## config.mk

```make
export PLATFORM = sky130hd
export DESIGN_NAME = hazard_ctrl
export DESIGN_NICKNAME = d
export VERILOG_FILES = /design/src/rtl/hazard_ctrl.sv
export SDC_FILE = /design/constraint.sdc
export NUM_CORES = 1
export LEC_CHECK = 0
export ABC_AREA = 0
export CAP_MARGIN = 20
export CORE_MARGIN = 10
export CORE_UTILIZATION = 34
export DETAILED_ROUTE_END_ITERATION = 8
export GPL_TIMING_DRIVEN = 0
export PLACE_DENSITY = 0.74
export SYNTH_ARGS = -nofsm -noshare
export SYNTH_HDL_FRONTEND = slang
export SYNTH_SLANG_ARGS = --single-unit
```

## constraint.sdc

```tcl
create_clock -name clk_i -period 1.91 [get_ports clk_i]
set_clock_uncertainty 0.2 [all_clocks]
set_input_delay 0.382 -clock clk_i [delete_from_list [all_inputs] [get_ports clk_i]]
set_output_delay 0.382 -clock clk_i [all_outputs]
set_load 0.05 [all_outputs]
```

## src/rtl/hazard_ctrl.sv

```systemverilog
// Pipeline hazard controller: registered forwarding selects, load-use stall
// with bubble injection, and multi-cycle front-end flush on mispredict.
module hazard_ctrl #(
  parameter int unsigned FLUSH_CYCLES = 2,
  parameter int unsigned REG_W        = 5
) (
  input  logic             clk_i,
  input  logic             rst_ni,
  input  logic             decode_v,
  input  logic [REG_W-1:0] decode_rs1,
  input  logic [REG_W-1:0] decode_rs2,
  input  logic             decode_rs1_used,
  input  logic             decode_rs2_used,
  input  logic             rfetch_v,
  input  logic [REG_W-1:0] rfetch_rd,
  input  logic             rfetch_wb_v,
  input  logic             rfetch_load_v,
  input  logic [REG_W-1:0] execute_rd,
  input  logic             execute_wb_v,
  input  logic             execute_mispredict_v,
  output logic             forwarding_execute_rs1_v,
  output logic             forwarding_execute_rs2_v,
  output logic             forwarding_memory_rs1_v,
  output logic             forwarding_memory_rs2_v,
  output logic             stall_o,
  output logic             bubble_o,
  output logic             flush_o,
  output logic [1:0]       state_o
);

  typedef enum logic [1:0] {
    RUN   = 2'd0,
    STALL = 2'd1,
    FLUSH = 2'd2
  } state_e;

  localparam int unsigned          CNT_W      = 4;
  localparam logic [CNT_W-1:0]     CNT_RELOAD = CNT_W'(FLUSH_CYCLES - 1);

  state_e           state_q, state_d;
  logic [CNT_W-1:0] cnt_q, cnt_d;

  logic fwd_ex1_q, fwd_ex2_q, fwd_mem1_q, fwd_mem2_q;
  logic fwd_ex1_d, fwd_ex2_d, fwd_mem1_d, fwd_mem2_d;

  logic m_ex1, m_ex2, m_mem1, m_mem2;
  logic load_use;
  logic flush_int, stall_int;

  // Producer matches against decode sources; x0 never matches.
  always_comb begin
    m_ex1  = decode_v & decode_rs1_used & rfetch_v & rfetch_wb_v &
             (rfetch_rd == decode_rs1) & (decode_rs1 != '0);
    m_ex2  = decode_v & decode_rs2_used & rfetch_v & rfetch_wb_v &
             (rfetch_rd == decode_rs2) & (decode_rs2 != '0);
    m_mem1 = decode_v & decode_rs1_used & execute_wb_v &
             (execute_rd == decode_rs1) & (decode_rs1 != '0);
    m_mem2 = decode_v & decode_rs2_used & execute_wb_v &
             (execute_rd == decode_rs2) & (decode_rs2 != '0);
    load_use = (m_ex1 | m_ex2) & rfetch_load_v;
  end

  always_comb begin
    state_d = state_q;
    cnt_d   = cnt_q;
    if (execute_mispredict_v) begin
      state_d = FLUSH;
      cnt_d   = CNT_RELOAD;
    end else begin
      unique case (state_q)
        RUN: begin
          if (load_use) state_d = STALL;
        end
        FLUSH: begin
          if (cnt_q == '0) state_d = RUN;
          else             cnt_d   = cnt_q - CNT_W'(1);
        end
        STALL:   state_d = RUN;
        default: state_d = RUN;
      endcase
    end
  end

  // Outputs forced low while reset is asserted, independent of inputs.
  always_comb begin
    flush_int = rst_ni & (execute_mispredict_v | (state_q == FLUSH));
    stall_int = rst_ni & (state_d == STALL);
  end

  // A flushed or stalled cycle puts a bubble in rfetch, so nothing forwards.
  always_comb begin
    fwd_ex1_d  = 1'b0;
    fwd_ex2_d  = 1'b0;
    fwd_mem1_d = 1'b0;
    fwd_mem2_d = 1'b0;
    if (!(flush_int | stall_int)) begin
      fwd_ex1_d  = m_ex1 & ~rfetch_load_v;
      fwd_ex2_d  = m_ex2 & ~rfetch_load_v;
      fwd_mem1_d = m_mem1 & ~m_ex1;
      fwd_mem2_d = m_mem2 & ~m_ex2;
    end
  end

  always_ff @(posedge clk_i or negedge rst_ni) begin
    if (!rst_ni) begin
      state_q    <= RUN;
      cnt_q      <= '0;
      fwd_ex1_q  <= 1'b0;
      fwd_ex2_q  <= 1'b0;
      fwd_mem1_q <= 1'b0;
      fwd_mem2_q <= 1'b0;
    end else begin
      state_q    <= state_d;
      cnt_q      <= cnt_d;
      fwd_ex1_q  <= fwd_ex1_d;
      fwd_ex2_q  <= fwd_ex2_d;
      fwd_mem1_q <= fwd_mem1_d;
      fwd_mem2_q <= fwd_mem2_d;
    end
  end

  assign forwarding_execute_rs1_v = fwd_ex1_q;
  assign forwarding_execute_rs2_v = fwd_ex2_q;
  assign forwarding_memory_rs1_v  = fwd_mem1_q;
  assign forwarding_memory_rs2_v  = fwd_mem2_q;
  assign stall_o                  = stall_int;
  assign flush_o                  = flush_int;
  assign bubble_o                 = stall_int | flush_int;
  assign state_o                  = state_q;

endmodule

```

* Word-level counts from Yosys, hierarchy flattened
Cells that the tools add are included.
Word-level totals: bits in registers 10, logic and storage cells 60
Cells by class: mux-type cells 11, bitwise operators 29, reductions and logical operators 6, eq/ne operators 7, $add $sub $neg 1
Operators by type and width (count):
- 1-bit bitwise AND | 23
- 5-bit equality test | 4
- 4-bit 2-to-1 mux | 3
- 5-bit nonzero test | 2
- 2-bit 2-to-1 mux | 3
- 4-bit zero test | 1
- 1-bit 2-to-1 mux | 4
- 2-bit case mux with 2 select lines | 1
- 4-bit by 1-bit subtractor with 4-bit output, second input constant | 1
- 1-bit inverter | 3
- 1-bit OR | 3
- 2-bit by 1-bit equality test with 1-bit output, second input constant | 1
- 2-bit equality test, second input constant | 1
- 2-bit zero test | 1
- 2-bit != test, second input constant | 1
- 2-bit AND reduction | 1
- 2-bit nonzero test | 1

* Logic depth before layout (Yosys ltp)
Gate-level depths: netlist of run 1.
depth in word-level cells 14, mapped depth 7, depth with buffers taken out 7

* Least setup slack after synthesis of run 1
No wires, ideal clock.
path type register to output, from register state_q[0] (netlist: state_o[0]), to output port bubble_o, path buffers 0, path slack -0.976 ns, arrival time 2.304 ns, stages on the path, launching flop included 4, path through dfrtp_1 nor4b_1 nand2_1 o21ai_0
Between the ends: cells in the longest elaborated chain, start to end 6
Ends and longest elaborated chain:
- from (decl) | line 40 | state_e state_q, state_d;
- from (signal assigned) | line 113 | state_q <= state_d;
- 2-bit equality test, or another cell as far along | line 70, 86
- 2-bit case mux with 2 select lines | line 70 | unique case (state_q)
- 2-bit 2-to-1 mux | line 66 | if (execute_mispredict_v) begin
- 2-bit by 1-bit equality test with 1-bit output | line 87 | stall_int = rst_ni & (state_d == STALL);
- 1-bit bitwise AND | line 87
- 1-bit OR * | line 128 | assign bubble_o = stall_int | flush_int;
- to (decl) | line 26 | output logic bubble_o,
Mark *: on every way between the ends. The rest lies on a longest branch, timed or not.

* Worst setup path after layout of run 1
from input port decode_rs1[4], to output port bubble_o
Between the ends: cells in the longest elaborated chain, start to end 11
Ends and longest elaborated chain:
- from (decl) | line 10 | input logic [REG_W-1:0] decode_rs1,
- 5-bit equality test | line 53 | (rfetch_rd == decode_rs1) & (decode_rs1 != '0);
- 1-bit bitwise AND | line 52 | m_ex1 = decode_v & decode_rs1_used & rfetch_v & rfetch_wb_v &
- 1-bit bitwise AND * | line 53
- 1-bit OR * | line 60 | load_use = (m_ex1 | m_ex2) & rfetch_load_v;
- 1-bit bitwise AND * | line 60
- 2-bit 2-to-1 mux * | line 72 | if (load_use) state_d = STALL;
- 2-bit case mux with 2 select lines * | line 70
- 2-bit 2-to-1 mux * | line 66
- 2-bit by 1-bit equality test with 1-bit output * | line 87
- 1-bit bitwise AND * | line 87
- 1-bit OR * | line 128
Marked as above.

==> results of run 1 <==
==> cell usage after synthesis <==
library cell  count
a311oi_1          1
or3b_2            1
nand3_1           2
or3_1             1
nor4_2            1
o31ai_1           1
dfrtp_1          10
nor3_1            3
nor4_1            2
nor2b_1           3
o211ai_2          2
xor2_1            8
a31oi_1           1
nand2_1           4
inv_1             4
or4_1             3
a21oi_1           2
nand4_1           2
nor2_1            4
ha_1              2
nor4b_1           1
xnor2_1          14
nor3b_1           2
o21ai_0           2
==> area by class of cell <==
type                    instances  share of cell area, %
flip-flops and latches         10                   18.2
multi-input cells              62                   43.9
clock buffers                   4                   2.62
repair buffers                 50                   31.7
inverters                       4                   1.08
well taps                      27                   2.44
==> final timing paths <==
path	end	start
max in group asynchronous	state_o[0]$_DFF_PN0_	rst_ni
min	cnt_q[1]$_DFFE_PN0P_	cnt_q[1]$_DFFE_PN0P_
max reg2reg	forwarding_memory_rs1_v$_DFF_PN0_	state_o[1]$_DFF_PN0_
min reg2reg	cnt_q[1]$_DFFE_PN0P_	cnt_q[1]$_DFFE_PN0P_
max	bubble_o	decode_rs1[4]
min in group asynchronous	cnt_q[3]$_DFFE_PN0P_	rst_ni
==> where the power goes <==
part,leakage [nW],internal [mW],switching [mW]
clock network,0.0210,0.116,0.0728
registers,0.128,0.259,0.0507
logic,0.462,0.250,0.262
==> worst max-delay path, cell delays in order <==
cell and delay (ns):
buf_8 0.09, or4_4 0.55, o211ai_4 0.22, nor4_4 0.08
nor2_4 0.19, o21ai_4 0.07, buf_6 0.16
==> routing by layer <==
layer  vias to the layer above  wire [um]  GRT usage (%)
met5                         -          0              0
met4                         0         49           3.40
met3                         6        143           3.56
met2                        25       1500           22.1
met1                       378       1070           13.6
li1                        379          -              -
==> cell families (layout without fill, tap and decap cells) <==
family / count (synthesis) / in the layout / share of synthesized area (%)
AO/OA/AOI/OAI: 9 / 9 / 9.34
XOR/XNOR: 22 / 22 / 26.6
adder cells (fa/ha/maj): 2 / 2 / 3.46
buffers and inverters: 4 / 58 / 2.08
flip-flops: 10 / 10 / 34.6
AND/OR/NAND/NOR: 29 / 29 / 23.9
==> flip-flops by register name (all words and copies together) (netlist names) <==
name                      flops
forwarding_memory_rs1_v       1
forwarding_execute_rs1_v      1
forwarding_execute_rs2_v      1
forwarding_memory_rs2_v       1
cnt_q                         4
state_o                       2
==> timing repair <==
item	in CTS	in global routing
resized for setup	91	26
pin swaps	14	17
endpoints found under the hold margin	10	0
buffers inserted	6	5
endpoints found under the setup margin	16	9
hold buffers	1	0
==> results.py, run 1 <==
metrics = {
    "final_layout": {
        "syn2layout_area_growth_pct": 91.5,
        "utilization_pct": 69.2,
        "layout-drive-gt1-share_pct": 43.1,
        "nets": 163,
        "finalNonFillerCells": 157,
        "multi_input_area_sq_um": 608,
        "final_common_cell": "xnor2_1",
        "fin_area_sq_um": 1390,
        "fillerInstances": 149,
        "mostFrequentLayoutCells": "xnor2_1 (11), buf_4 (10), dlygate4sd2_1 (9), clkdlybuf4s50_1 (9)",
        "regArea_sq_um": 253,
        "num_antenna_cells": 0,
    },
    "floorplan": {
        "die_x_um": 66.1,
        "rows": 16,
        "die_y_um": 66.1,
        "io-pin-count": 39,
        "start_util_pct": 36.1,
        "dieArea_sq_um": 4370,
        "core_area_sq_um": 2000,
    },
    "clock_network": {
        "cts_made_buffers": 3,
        "clkTransAtPathRegs_ns": 0.06,
        "cts_root_buffer": "clkbuf_4",
        "clkLatencyLatePin_ns": 0.27,
        "cts_sinks": 10,
        "h-tree-depth": 1,
        "cts_tree": "done",
        "cts_buffer_depth": 2,
    },
    "power": {
        "vdd_drop_max_mv": 0.556,
        "total_power_mw": 1.01,
        "leakagePower_nw": 0.611,
        "p_per_area_nw_per_um2": 729,
    },
    "yosys": {
        "synth_cell_types": 24,
        "netlist.area_leader.share_pct": 34.6,
        "synth_cells": 76,
        "synth_area_leaders": "dfrtp_1 (35%), xnor2_1 (17%), xor2_1 (9.7%), ha_1 (3.5%), o211ai_2 (3.5%)",
        "synth_top_area_cell": "dfrtp_1",
        "synth_nets": 108,
        "ys_seq_elements": 10,
        "synth_area_per_cell_sq_um": 9.52,
        "synthesis.area_sq_um": 723,
        "ys_seq_area_share_pct": 34.6,
        "yosysWarningCount": 0,
    },
    "placement": {
        "placedCellCount": 141,
        "dp_hpwl_mm": 2.02,
        "port_buffers": 38,
        "dpl_cell_area_sq_um": 1190,
        "dp_slack_ns": -1.46,
        "place.gp.congestion": 0.840,
    },
    "timing": {
        "finalHoldViolCount": 0,
        "whs_ns": 0.320,
        "fin_crit_sh_pct": 122,
        "setup_ws_ns": -0.418,
        "finalSetupTns_ns": -1.33,
        "min_period_ns": 2.33,
        "final_max_slew_viol_count": 0,
        "fmax_ghz": 0.430,
        "max_slew_margin_pct": 66.7,
        "worst_pin_slew_ns": 0.502,
        "finalSetupViolCount": 4,
        "rsz0062_at_grt": "true",
    },
    "grt": {
        "grt_remaining_overflow": 0,
        "grt_pass1_vias": 841,
        "grt_pass1_wl_mm": 4.17,
        "track_usage_pct": 12.3,
        "grt_antenna_before_repair": 0,
        "grt_max_degree": 11,
    },
    "outcome": {
        "status": "complete, but fails checks",
        "violations": "negative setup slack",
    },
    "setup_path": {
        "cp_max_fo": 3,
        "reg2regPathDepth": 6,
        "cp_data_arrival_time_ns": 1.75,
        "rrSetupSlack_ns": 0,
        "endpoint_kind": "primary output",
        "start_kind": "input pin",
        "cp_data_required_time_ns": 1.33,
        "path_class": "in -> out",
    },
    "drt": {
        "drtAntennaViolNets": 0,
        "viasPerCell": 5.02,
        "routedWlPerCell_um": 17.6,
        "drc": 0,
        "vias": 788,
        "drt-initial-drc-count": 24,
        "wl_mm": 2.76,
        "drt_first_pass_iters": 4,
    },
    "run": {
        "drv_cap": 0,
    },
    "hold_path": {
        "hold-path-cell-count": 2,
        "min_path_type": "reg -> reg",
    },
}
(Power assumes the default switching activity.)
==> run 2, diff against run 1 <==
--- a/config.mk
+++ b/config.mk
@@ -11,7 +11,8 @@
 export CORE_UTILIZATION = 34
 export DETAILED_ROUTE_END_ITERATION = 8
 export GPL_TIMING_DRIVEN = 0
-export PLACE_DENSITY = 0.74
+export PLACE_DENSITY = 0.76
 export SYNTH_ARGS = -nofsm -noshare
 export SYNTH_HDL_FRONTEND = slang
 export SYNTH_SLANG_ARGS = --single-unit
+export TNS_END_PERCENT = 30
==> run 2 against run 1 <==
The flow still finishes with violations (negative setup slack). Sequential share of layout area up 0.63 points. Non-clock buffer count down 4. Setup slack worse by 0.0091 ns. Clock-buffer cell count unchanged.
==> results.py, run 2 (synthesis results as in run 1) <==
metrics = {
    "outcome": {
        "status": "complete, but fails checks",
        "violations": "negative setup slack",
    },
    "final_layout": {
        "regArea_sq_um": 251,
        "regMostFlops": "cnt_q",
        "fillerInstances": 162,
        "nets": 159,
        "num_antenna_cells": 0,
        "mostFrequentLayoutCells": "dlygate4sd2_1 (15), xnor2_1 (9), dfrtp_1 (9)",
        "final_common_cell": "dlygate4sd2_1",
        "multi_input_area_sq_um": 616,
        "syn2layout_area_growth_pct": 84.3,
        "layout-drive-gt1-share_pct": 42.1,
        "utilization_pct": 66.6,
        "largest_reg_flops": 4,
        "finalNonFillerCells": 153,
    },
    "grt": {
        "gr-usage-met3_pct": 2.88,
        "grt_remaining_overflow": 0,
        "track_usage_pct": 12.3,
        "gr-usage-met1_pct": 12.9,
        "grt_max_degree": 11,
        "top_usage_layer": "met2",
        "grt_antenna_before_repair": 0,
        "grt_pass1_wl_mm": 4.09,
        "grtUsageMet2_pct": 21.8,
        "grt_pass1_vias": 837,
    },
    "setup_path": {
        "cp_slowest_cell": "or4_4",
        "rrSetupSlack_ns": -0.10,
        "slowest_delay_ns": 0.54,
        "crit_chain": "buf_8 -> or4_4 -> o211ai_4 -> nor4_4 -> nor2_4 -> o21ai_4 -> buf_6",
        "cp_max_fo": 3,
        "cp_data_required_time_ns": 1.33,
        "critical-path-top-delay-family": "simple AND/OR/NAND/NOR gates",
        "reg2regPathDepth": 7,
        "cp_data_arrival_time_ns": 1.75,
        "path_buf_inv": 2,
        "path_class": "in -> out",
        "r2r_end": "forwarding_memory_rs1_v$_DFF_PN0_",
        "start_kind": "input pin",
        "endpoint_kind": "primary output",
        "reg2reg_from": "state_o[1]$_DFF_PN0_",
    },
    "floorplan": {
        "core_area_sq_um": 2000,
        "die_x_um": 66.1,
        "die_y_um": 66.1,
        "dieArea_sq_um": 4370,
        "rows": 16,
        "start_util_pct": 36.1,
        "io-pin-count": 39,
    },
    "clock_network": {
        "cts_tree": "done",
        "clkTransAtPathRegs_ns": 0.08,
        "clkLatencyLatePin_ns": 0.27,
        "cts_root_buffer": "clkbuf_4",
        "h-tree-depth": 1,
        "cts_buffer_depth": 2,
        "cts_sinks": 10,
        "cts_made_buffers": 3,
    },
    "timing": {
        "max_slew_margin_pct": 66.1,
        "final_max_slew_viol_count": 0,
        "finalSetupViolCount": 4,
        "finalHoldViolCount": 0,
        "min_period_ns": 2.34,
        "finalSetupTns_ns": -1.02,
        "setup_ws_ns": -0.427,
        "rsz0062_at_grt": "true",
        "fin_crit_sh_pct": 122,
        "worst_pin_slew_ns": 0.510,
        "fmax_ghz": 0.428,
    },
    "hold_path": {
        "min_to": "forwarding_memory_rs1_v$_DFF_PN0_",
        "hold-path-cell-count": 2,
        "min_path_type": "in -> reg",
        "hp-start": "rst_ni",
    },
    "drt": {
        "drc": 0,
        "drt_first_pass_iters": 4,
        "vias": 748,
        "viasPerCell": 4.89,
        "drt-initial-drc-count": 5,
        "routedWlPerCell_um": 17.0,
        "wl_mm": 2.60,
        "drtAntennaViolNets": 0,
    },
    "placement": {
        "dp_hpwl_mm": 2.00,
        "place.gp.congestion": 0.789,
        "dp_slack_ns": -1.46,
        "placedCellCount": 141,
        "port_buffers": 38,
    },
    "power": {
        "total_power_mw": 0.929,
        "leakagePower_nw": 0.593,
        "vdd_drop_max_mv": 0.451,
        "p_per_area_nw_per_um2": 697,
    },
    "run": {
        "drv_cap": 0,
    },
}
-- run 2: final cells by class --
class	instances	share of cell area, %
multi-input cells	62	46.2
repair buffers	46	29.3
flip-flops and latches	10	18.9
well taps	27	2.54
clock buffers	4	1.97
inverters	4	1.13
-- run 2: power breakdown --
part	internal [mW]	switching, mW
clock	0.0808	0.0791
sequential	0.258	0.0420
combinational	0.222	0.247
total	0.561	0.369
-- run 2: worst reg2reg max path, delay by kind of cell (launching register included) --
kind	cells	cell delay, ns
buffers and inverters	2	0.27
DFF	1	0.42
AOI/OAI and AO/OA	2	0.36
and+or+nand+nor	3	0.71
-- run 2: per-stage QoR --
step / area, sq um / hold slack (ns)
5_1_grt: 1330 / 0.282
3_3_place_gp: 1190 / 0.297
3_5_place_dp: 1190 / 0.306
4_1_cts: 1280 / 0.262
6_report: 1330 / 0.278
2_1_floorplan: 776 / -0.114
-- run 2: timing repair --
item                       4_1_cts  5_1_grt
pin swaps                       18       17
setup endpoints to repair       19        9
gates resized for setup         94       30
hold buffers                     1        0
hold endpoints to repair        10        0
buffers inserted                 4        3
-- run 2: routing by layer --
metal	up-vias	routed length, um
met4	0	41
met5	-	0
met2	13	1450
li1	370	-
met3	4	91
met1	361	1010
-- run 2: worst max-delay path by stage --
stage | startpoint | end | slack [ns] | cells past startpoint
CTS | decode_rs2[0] | bubble_o | -0.45 | 7
finish | decode_rs1[3] | bubble_o | -0.43 | 7
global route | decode_rs2[4] | bubble_o | -0.49 | 8
floorplan | decode_rs1[1] | bubble_o | -0.18 | 5
global placement | decode_rs2[0] | bubble_o | -1.44 | 7
detailed placement | decode_rs2[0] | bubble_o | -1.46 | 7
==> run 3, diff against run 2 <==
--- a/config.mk
+++ b/config.mk
@@ -10,6 +10,7 @@
 export CORE_MARGIN = 10
 export CORE_UTILIZATION = 34
 export DETAILED_ROUTE_END_ITERATION = 8
+export GPL_ROUTABILITY_DRIVEN = 0
 export GPL_TIMING_DRIVEN = 0
 export PLACE_DENSITY = 0.76
 export SYNTH_ARGS = -nofsm -noshare
==> results of run 3 <==
No change in the layout: final DEF, timing and power equal those of run 2.
==> RTL change: new RTL, flow settings as in run 2 <==
Change the parameter `REG_W` from 5 to 10.
--- a/src/rtl/hazard_ctrl.sv
+++ b/src/rtl/hazard_ctrl.sv
@@ -2,7 +2,7 @@
 // with bubble injection, and multi-cycle front-end flush on mispredict.
 module hazard_ctrl #(
   parameter int unsigned FLUSH_CYCLES = 2,
-  parameter int unsigned REG_W        = 5
+  parameter int unsigned REG_W        = 10
 ) (
   input  logic             clk_i,
   input  logic             rst_ni,
Interface: changed (resized decode_rs1, decode_rs2, execute_rd and rfetch_rd); port bits go from 39 to 59. No check against the original RTL was run, so the function may have changed too.
==> RTL change against run 2 <==
Count of clock-buffer cells in the layout unchanged. Setup slack lost 0.13 ns. Wire length is 68% higher. Clock power grew 21%. Final area rose by 52%. Total power is 18% higher. Hold slack worse by 0.013 ns. Area after synthesis is 40% higher. Synthesized cell count increased by 46%. The run still ends with negative setup slack left. Via count is 63% higher. Sequential cell count stayed put. Utilization grew 5.6 points.
==> RTL change: results (changes against run 2) <==
Parameter                              Value

Synthesis
  Ranking of synthesized cells by area    sky130_fd_sc_hd__xor2_1 (29%), sky130_fd_sc_hd__dfrtp_1 (25%), sky130_fd_sc_hd__xnor2_1 (7.8%)
  Net count of the mapped netlist    163 (+51%)
  Adder and majority cell fraction of the synthesized area    2.475% (-0.98 points)
  Fraction of the mapped netlist area in compound gates    6.312% (-3.0 points)
  Mean Syn Cell Area    9.108 µm² (-4.3%)
  Seq/Total Area, Yosys    24.75% (-9.8 points)

Timing
  Worst path setup slack after routing    -0.5566 ns (-0.1297 ns)
  Total negative setup slack    -1.621 ns (-0.6038 ns)
  Hold Worst Slack    0.2652 ns (-0.01305 ns)
  Number of endpoints failing setup at the final stage    3 (-1)

Global routing
  Wire length of the first global-routing pass    6.893 mm (+68%)
  Met1 track utilization from global routing    15.86% (+3.0 points)
  Total global-route track usage    15.64% (+3.3 points)
  Number of global-route vias before repair    1,502 (+79%)

Placed design
  Placed Instances    200 (+42%)
  Number of port buffers    58 (+53%)
  RD Place Congestion    0.8732 (+11%)

Pwr
  Switching part of the total    40.23% (+0.58 points)
  Logic power comb    0.000608 W (+29%)
  Leakage Power    0.8978 nW (+51%)

Routing
  Vias per inst    5.232 (+7.0%)
  DRT iter0 DRCs    46 (+41)
  Met2 WL post-DR    2.175 mm (+50%)
  Met3 wire length    461 µm (+410%)

Critical path
  Crit path max-delay cell type    sky130_fd_sc_hd__nor4_2
  Cell class contributing the biggest share of worst-path delay    buffers and inverters
  Reg2Reg Capture Point    cnt_q[2]$_DFFE_PN0P_
  Worst Reg-to-Reg Cells    8 (+1)

Outcome
  Outcome    finished, violations left
  Violated checks    negative setup slack

Layout
  Cell Count, Final, Fillers Out    233 (+52%)
  Share of cells above drive strength 1    50.00% (+7.9 points)
  Layout Nets    255 (+60%)

Worst hold path
  Worst Hold Path EP    forwarding_execute_rs2_v$_DFF_PN0_
  Startpoint of the lowest-slack hold path    rfetch_load_v

Clock network
  Gates resized, CTS repair    157 (+67%)
RTL change: changes by cell type after synthesis, moves of 2 or more:
cell / before / now
sky130_fd_sc_hd__nor4_1: 2 / 7
sky130_fd_sc_hd__or4_1: 3 / 0
sky130_fd_sc_hd__xor2_1: 8 / 33
sky130_fd_sc_hd__nor2b_1: 3 / 1
sky130_fd_sc_hd__o211ai_2: 2 / 0
sky130_fd_sc_hd__xnor2_1: 14 / 9
sky130_fd_sc_hd__nor3b_1: 2 / 0
sky130_fd_sc_hd__nand3_1: 2 / 6
sky130_fd_sc_hd__nor4_4: 0 / 2
sky130_fd_sc_hd__nor2_1: 4 / 6
sky130_fd_sc_hd__nor3_1: 3 / 8
RTL change: area by class of cell:
type / instances / share of cell area [%]
inverter: 5 / 0.9265
sequential: 10 / 12.48
timing repair buffer: 87 / 35.82
tap: 31 / 1.915
multi-input combinational: 96 / 47.07
clock buffer: 4 / 1.791
RTL change: how the worst max path moves through the flow:
stage | start | to | slack, ns | cells past startpoint
3_3_place_gp | decode_rs1[9] | bubble_o | -1.66 | 7
6_report | decode_rs1[9] | forwarding_memory_rs1_v$_DFF_PN0_ | -0.56 | 15
3_5_place_dp | decode_rs1[9] | bubble_o | -1.69 | 7
4_1_cts | decode_rs1[1] | bubble_o | -0.49 | 7
5_1_grt | decode_rs1[9] | forwarding_memory_rs1_v$_DFF_PN0_ | -0.64 | 15
2_1_floorplan | rfetch_rd[9] | bubble_o | -0.67 | 5
RTL change: per-stage QoR:
stage                     total power (W)  setup WS [ns]  cell area (µm²)
after global placement          0.0007873         -1.656             1639
after CTS                        0.001061        -0.4922             1932
after global routing             0.001178        -0.6354             2026
final                            0.001098        -0.5566             2026
after detailed placement        0.0008121         -1.691             1639
after floorplan                 0.0005843        -0.6683             1020
